$ cat src/rtl/alu_issue_queue.sv
// ALU issue queue: compacting, age-ordered array of decoded instructions.
// Slot 0 is the oldest entry and valid entries are always packed from slot 0.
// Each entry tracks two source tags with ready bits that are set by result-tag
// wakeup broadcasts; the oldest entry with both sources ready is presented
// to the ALU, and removing it shifts every younger entry down one slot.
module alu_issue_queue #(
    parameter int DEPTH     = 8,
    parameter int PREG_W    = 6,
    parameter int PAYLOAD_W = 96
) (
    input  logic                      clk,
    input  logic                      reset,
    input  logic                      flush,

    input  logic                      dispatch_valid,
    output logic                      dispatch_ready,
    input  logic [PREG_W-1:0]         dispatch_src1_preg,
    input  logic [PREG_W-1:0]         dispatch_src2_preg,
    input  logic                      dispatch_src1_rdy,
    input  logic                      dispatch_src2_rdy,
    input  logic [PAYLOAD_W-1:0]      dispatch_payload,

    input  logic                      wake0_valid,
    input  logic [PREG_W-1:0]         wake0_preg,
    input  logic                      wake1_valid,
    input  logic [PREG_W-1:0]         wake1_preg,

    output logic                      issue_valid,
    input  logic                      alu_allowin,
    output logic [PREG_W-1:0]         issue_src1_preg,
    output logic [PREG_W-1:0]         issue_src2_preg,
    output logic [PAYLOAD_W-1:0]      issue_payload,

    output logic [$clog2(DEPTH):0]    count
);

    localparam int IDX_W = $clog2(DEPTH);
    localparam int CNT_W = $clog2(DEPTH) + 1;

    // Control state (reset/flush cleared)
    logic [DEPTH-1:0]      valid_q;
    logic [DEPTH-1:0]      src1_rdy_q;
    logic [DEPTH-1:0]      src2_rdy_q;
    logic [CNT_W-1:0]      count_q;

    // Data state (never reset; only meaningful under valid_q)
    logic [PREG_W-1:0]     src1_preg_q [DEPTH];
    logic [PREG_W-1:0]     src2_preg_q [DEPTH];
    logic [PAYLOAD_W-1:0]  payload_q   [DEPTH];

    // Next-state values
    logic [DEPTH-1:0]      valid_n;
    logic [DEPTH-1:0]      src1_rdy_n;
    logic [DEPTH-1:0]      src2_rdy_n;
    logic [CNT_W-1:0]      count_n;
    logic [PREG_W-1:0]     src1_preg_n [DEPTH];
    logic [PREG_W-1:0]     src2_preg_n [DEPTH];
    logic [PAYLOAD_W-1:0]  payload_n   [DEPTH];

    // Selection and handshakes
    logic [DEPTH-1:0]      entry_rdy;
    logic [IDX_W-1:0]      sel_idx;
    logic                  sel_found;
    logic                  issue_fire;
    logic                  dispatch_fire;
    int                    wr_idx;

    // True when either wake port broadcasts the given tag this cycle.
    function automatic logic wake_hit(
        input logic [PREG_W-1:0] tag,
        input logic              w0_v,
        input logic [PREG_W-1:0] w0_p,
        input logic              w1_v,
        input logic [PREG_W-1:0] w1_p
    );
        return (w0_v && (w0_p == tag)) || (w1_v && (w1_p == tag));
    endfunction

    assign dispatch_ready = (count_q < CNT_W'(DEPTH));
    assign dispatch_fire  = dispatch_valid && dispatch_ready;
    assign issue_fire     = issue_valid && alu_allowin;
    assign count          = count_q;

    // Pick the oldest entry whose two sources are both available.
    always_comb begin
        entry_rdy = valid_q & src1_rdy_q & src2_rdy_q;
        sel_idx   = '0;
        sel_found = 1'b0;
        for (int i = 0; i < DEPTH; i++) begin
            if (!sel_found && entry_rdy[i]) begin
                sel_idx   = IDX_W'(i);
                sel_found = 1'b1;
            end
        end
    end

    // Present the selected entry to the ALU; outputs idle at zero.
    always_comb begin
        issue_valid     = |entry_rdy;
        issue_src1_preg = '0;
        issue_src2_preg = '0;
        issue_payload   = '0;
        if (issue_valid) begin
            issue_src1_preg = src1_preg_q[sel_idx];
            issue_src2_preg = src2_preg_q[sel_idx];
            issue_payload   = payload_q[sel_idx];
        end
    end

    // Build the next array: compact over the issued slot, apply wakes to the
    // entry wherever it lands, then append the dispatched instruction.
    always_comb begin
        logic             shift;
        logic [IDX_W-1:0] src;
        shift   = 1'b0;
        src     = '0;
        count_n = count_q + CNT_W'(dispatch_fire) - CNT_W'(issue_fire);
        wr_idx  = int'(count_q) - (issue_fire ? 1 : 0);
        for (int i = 0; i < DEPTH; i++) begin
            shift = issue_fire && (i >= int'(sel_idx));
            src   = shift ? IDX_W'(i + 1) : IDX_W'(i);

            // The top slot has nothing above it to shift in.
            valid_n[i]     = (shift && (i == DEPTH - 1)) ? 1'b0 : valid_q[src];
            src1_preg_n[i] = src1_preg_q[src];
            src2_preg_n[i] = src2_preg_q[src];
            payload_n[i]   = payload_q[src];
            src1_rdy_n[i]  = valid_n[i] &&
                             (src1_rdy_q[src] ||
                              wake_hit(src1_preg_q[src], wake0_valid, wake0_preg,
                                       wake1_valid, wake1_preg));
            src2_rdy_n[i]  = valid_n[i] &&
                             (src2_rdy_q[src] ||
                              wake_hit(src2_preg_q[src], wake0_valid, wake0_preg,
                                       wake1_valid, wake1_preg));

            if (dispatch_fire && (i == wr_idx)) begin
                valid_n[i]     = 1'b1;
                src1_preg_n[i] = dispatch_src1_preg;
                src2_preg_n[i] = dispatch_src2_preg;
                payload_n[i]   = dispatch_payload;
                src1_rdy_n[i]  = dispatch_src1_rdy ||
                                 wake_hit(dispatch_src1_preg, wake0_valid, wake0_preg,
                                          wake1_valid, wake1_preg);
                src2_rdy_n[i]  = dispatch_src2_rdy ||
                                 wake_hit(dispatch_src2_preg, wake0_valid, wake0_preg,
                                          wake1_valid, wake1_preg);
            end
        end
    end

    // Control state: reset and flush both empty the queue and win over all traffic.
    always_ff @(posedge clk) begin
        if (reset || flush) begin
            valid_q    <= '0;
            src1_rdy_q <= '0;
            src2_rdy_q <= '0;
            count_q    <= '0;
        end else begin
            valid_q    <= valid_n;
            src1_rdy_q <= src1_rdy_n;
            src2_rdy_q <= src2_rdy_n;
            count_q    <= count_n;
        end
    end

    // Tag and payload storage follows the compaction without any reset.
    always_ff @(posedge clk) begin
        for (int i = 0; i < DEPTH; i++) begin
            src1_preg_q[i] <= src1_preg_n[i];
            src2_preg_q[i] <= src2_preg_n[i];
            payload_q[i]   <= payload_n[i];
        end
    end

endmodule

$ cat config.mk
export PLATFORM = sky130hd
export DESIGN_NAME = alu_issue_queue
export DESIGN_NICKNAME = d
export VERILOG_FILES = /design/src/rtl/alu_issue_queue.sv
export SDC_FILE = /design/constraint.sdc
export NUM_CORES = 2
export LEC_CHECK = 0
export CAP_MARGIN = 0
export CORE_MARGIN = 5
export CORE_UTILIZATION = 55
export CTS_CLUSTER_DIAMETER = 150
export DETAILED_ROUTE_END_ITERATION = 7
export HOLD_SLACK_MARGIN = 0.06
export PLACE_DENSITY = 0.77
export REMOVE_ABC_BUFFERS = 1
export SLEW_MARGIN = 20
export SYNTH_ARGS = -nofsm -noshare
export SYNTH_HDL_FRONTEND = slang
export SYNTH_SLANG_ARGS = --single-unit
$ cat constraint.sdc
create_clock -name clk -period 6.9 [get_ports clk]
set_clock_uncertainty 0.15 [all_clocks]
set_input_delay 1.725 -clock clk [delete_from_list [all_inputs] [get_ports clk]]
set_output_delay 1.725 -clock clk [all_outputs]
set_load 0.05 [all_outputs]
==> results_dict.tcl <==
set metrics [dict create \
    gp_congestion 0.967 \
    maxCapViolCount 0 \
    reg2regPathDepth 11 \
    cts_tree "yes" \
    endpoint "issue_payload[76]" \
    hold_depth 2 \
    place_area_um2 55300 \
    synth_top_area_cell "edfxtp_1" \
    ff_latch_area_um2 25500 \
    synth_area_leaders "edfxtp_1, nand2_1, nand3_1" \
    num-fill-cells 7738 \
    syn_inst 6034 \
    holdWs_ps 376 \
    fin_crit_ps 6600 \
    first_global_vias 44800 \
    nNetsFinal 6079 \
    drive_gt1_share_pct 8.48 \
    vias 47300 \
    r2r_start "src2_rdy_q[2]" \
    slew_headroom_pct 23.6 \
    synth_top_cell_area_share_pct 44.4 \
    numClockSinks 892 \
    dp_hpwl_um 102000 \
    violations "DRC" \
    reg2reg_to "payload_q[7][44]" \
    hold_buffers 0 \
    grt_max_degree 123 \
    vias_per_cell 6.50 \
    numCtsBuffers 97 \
    syn_to_final_growth_pct 12.5 \
    synth_edf_count 768 \
    crit_required_ps 5030 \
    synth_seq_cells 892 \
    max-clock-path-buffers 3 \
    postRouteAntennaNets 0 \
    fin_util_pct 62.4 \
    routed_wl_um 182000 \
    yosysWarnings 0 \
    cp_max_fo 54 \
    antenna_found_initial 15 \
    clk_pin_slew_ps 60 \
    io_pins 243 \
    root_buffer "clkbuf_16" \
    worst_pin_slew_ps 1140 \
    hold_viol 0 \
    grt_usage_pct 34.1 \
    rsz0062_at_grt "false" \
    core_um2 93600 \
    critPathLaunchType "flip-flop" \
    start_util_pct 55.5 \
    ir_drop_mv 0.205 \
    die_h_um 317 \
    final_max_slew_viol_count 0 \
    crit_path_end_kind "primary output" \
    layout_commonest_cell "nand2_1" \
    die-area_um2 101000 \
    finalCritPeriodShare_pct 95.7 \
    setup_violations 0 \
    power_density_nw_per_um2 216 \
    drt-initial-drc-count 8321 \
    clock_latency_ps 670 \
    wl_per_cell_um 25.0 \
    clock.fmax_mhz 151 \
    cp_data_arrival_time_ps 4730 \
    status "complete, but fails checks" \
    grt_overflow 0 \
    grt_pass1_wl_um 271000 \
    crit_type "reg2out" \
    worst_hold_path_type "reg2reg" \
    finalSetupTns_ps 0 \
    final_area_um2 58500 \
    yosysSeqAreaShare_pct 49.1 \
    htreeDepth 3 \
    final_cell_mix "nand2_1, edfxtp_1, nand3_1, mux2i_1, clkdlybuf4s50_1" \
    die_x_um 317 \
    synth_ff_type "edfxtp_1" \
    cts-resized-gates 0 \
    multiInputGateArea_um2 24300 \
    drtPass1Iterations 8 \
    rrSetupSlack_ps 2300 \
    syn-cell-area_um2 52000 \
    post_cts_buffers 0 \
    numPortBuffers 242 \
    async_flop_share_pct 0 \
    synth_cell_types 80 \
    drc 8 \
    crit_path_start "src1_rdy_q[7]" \
    std_cell_rows 112 \
    avgSynthCellArea_um2 8.61 \
    power.leakage_nw 23.5 \
]
-- registers in the layout, indices dropped and copies added, names as in the netlist --
| register | count |
|---|---|
| src1_preg_q | 48 |
| payload_q | 768 |
| src1_rdy_q | 8 |
| src2_rdy_q | 8 |
| valid_q | 8 |
| src2_preg_q | 48 |
| count | 4 |
-- metrics by stage --
step	power, mW	worst slack [ps]	cells
2_1_floorplan	7.00	-13300	5474
3_3_place_gp	7.40	1240	7095
3_5_place_dp	7.43	1200	7096
4_1_cts	12.6	442	7271
5_1_grt	13.0	231	7280
6_report	12.7	295	7284
-- how the worst min path moves through the flow --
| stage | start | end | slack [ps] |
|---|---|---|---|
| 3_3_place_gp | valid_q[7] | src1_rdy_q[7] | 360 |
| 4_1_cts | payload_q[7][50] | payload_q[6][50] | 370 |
| 5_1_grt | payload_q[7][50] | payload_q[6][50] | 390 |
| 3_5_place_dp | src1_preg_q[4][3] | src1_preg_q[4][3] | 360 |
| 2_1_floorplan | src1_preg_q[4][3] | src1_preg_q[4][3] | 330 |
| 6_report | payload_q[7][50] | payload_q[6][50] | 380 |
-- logic make-up (layout without fill, tap and decap cells) --
family | count (synthesis) | after routing | share of synthesized area [%]
flip-flops | 892 | 892 | 49.1
multiplexers | 483 | 483 | 9.81
AND/OR/NAND/NOR | 3190 | 3190 | 25.4
XOR/XNOR | 199 | 199 | 3.35
buffers and inverters | 598 | 581 | 4.61
other | 0 | 13 | 0
adder cells (fa/ha/maj) | 9 | 9 | 0.231
AO/OA/AOI/OAI | 663 | 663 | 7.47
-- cell type report --
| cell class | instances | area share [%] |
|---|---|---|
| repair buffers | 368 | 6.45 |
| clock buffers | 136 | 4.61 |
| clock inverters | 39 | 0.730 |
| diodes | 13 | 0.0556 |
| flip-flops and latches | 892 | 43.7 |
| multi-input cells | 4544 | 41.5 |
| well taps | 1254 | 2.68 |
| inverters | 38 | 0.244 |
-- metal layers --
layer | track usage, % | vias to the layer above | share of wire, %
met4 | 15.0 | 4 | 4.5
met5 | 0 | - | 0.014
met3 | 8.45 | 633 | 14
li1 | - | 20600 | -
met1 | 46.6 | 22100 | 37
met2 | 52.0 | 3980 | 44
-- critical path, stage by stage (launching register included) --
cell and delay, ps:
dfxtp_1 340, and3_1 250, o211ai_1 390, a31o_4 830
buf_4 500, nand2_1 100, nand3_1 100, nand3_1 80
a21oi_1 520, clkdlybuf4s50_1 920
-- report_power, final --
group          switching (mW)  total, mW  internal, mW
logic                   0.675       1.17         0.497
registers               0.186       6.20          6.02
clock network            2.23       5.28          3.05
-- synthesized netlist by cell type (all sizes together), types with 4 or more instances --
| cell | n |
|---|---|
| o21ai | 219 |
| inv | 36 |
| o41ai | 4 |
| edfxtp | 768 |
| o31ai | 4 |
| clkbuf | 452 |
| a221oi | 5 |
| a21oi | 230 |
| a31oi | 110 |
| o211ai | 20 |
| o32a | 5 |
| mux2i | 285 |
| nor3 | 19 |
| xnor2 | 152 |
| and3 | 23 |
| a32oi | 4 |
| or3 | 8 |
| nand2 | 2157 |
| o22ai | 8 |
| a2111oi | 7 |
| a211oi | 7 |
| a311oi | 6 |
| buf | 108 |
| xor2 | 47 |
| dfxtp | 124 |
| a221o | 5 |
| nor4 | 28 |
| nand3 | 663 |
| o221ai | 9 |
| nand4 | 30 |
| ha | 8 |
| nor2 | 230 |
| nand2b | 7 |
| mux2 | 198 |
| or4 | 5 |
| and2 | 8 |
(Power assumes the default switching activity.)
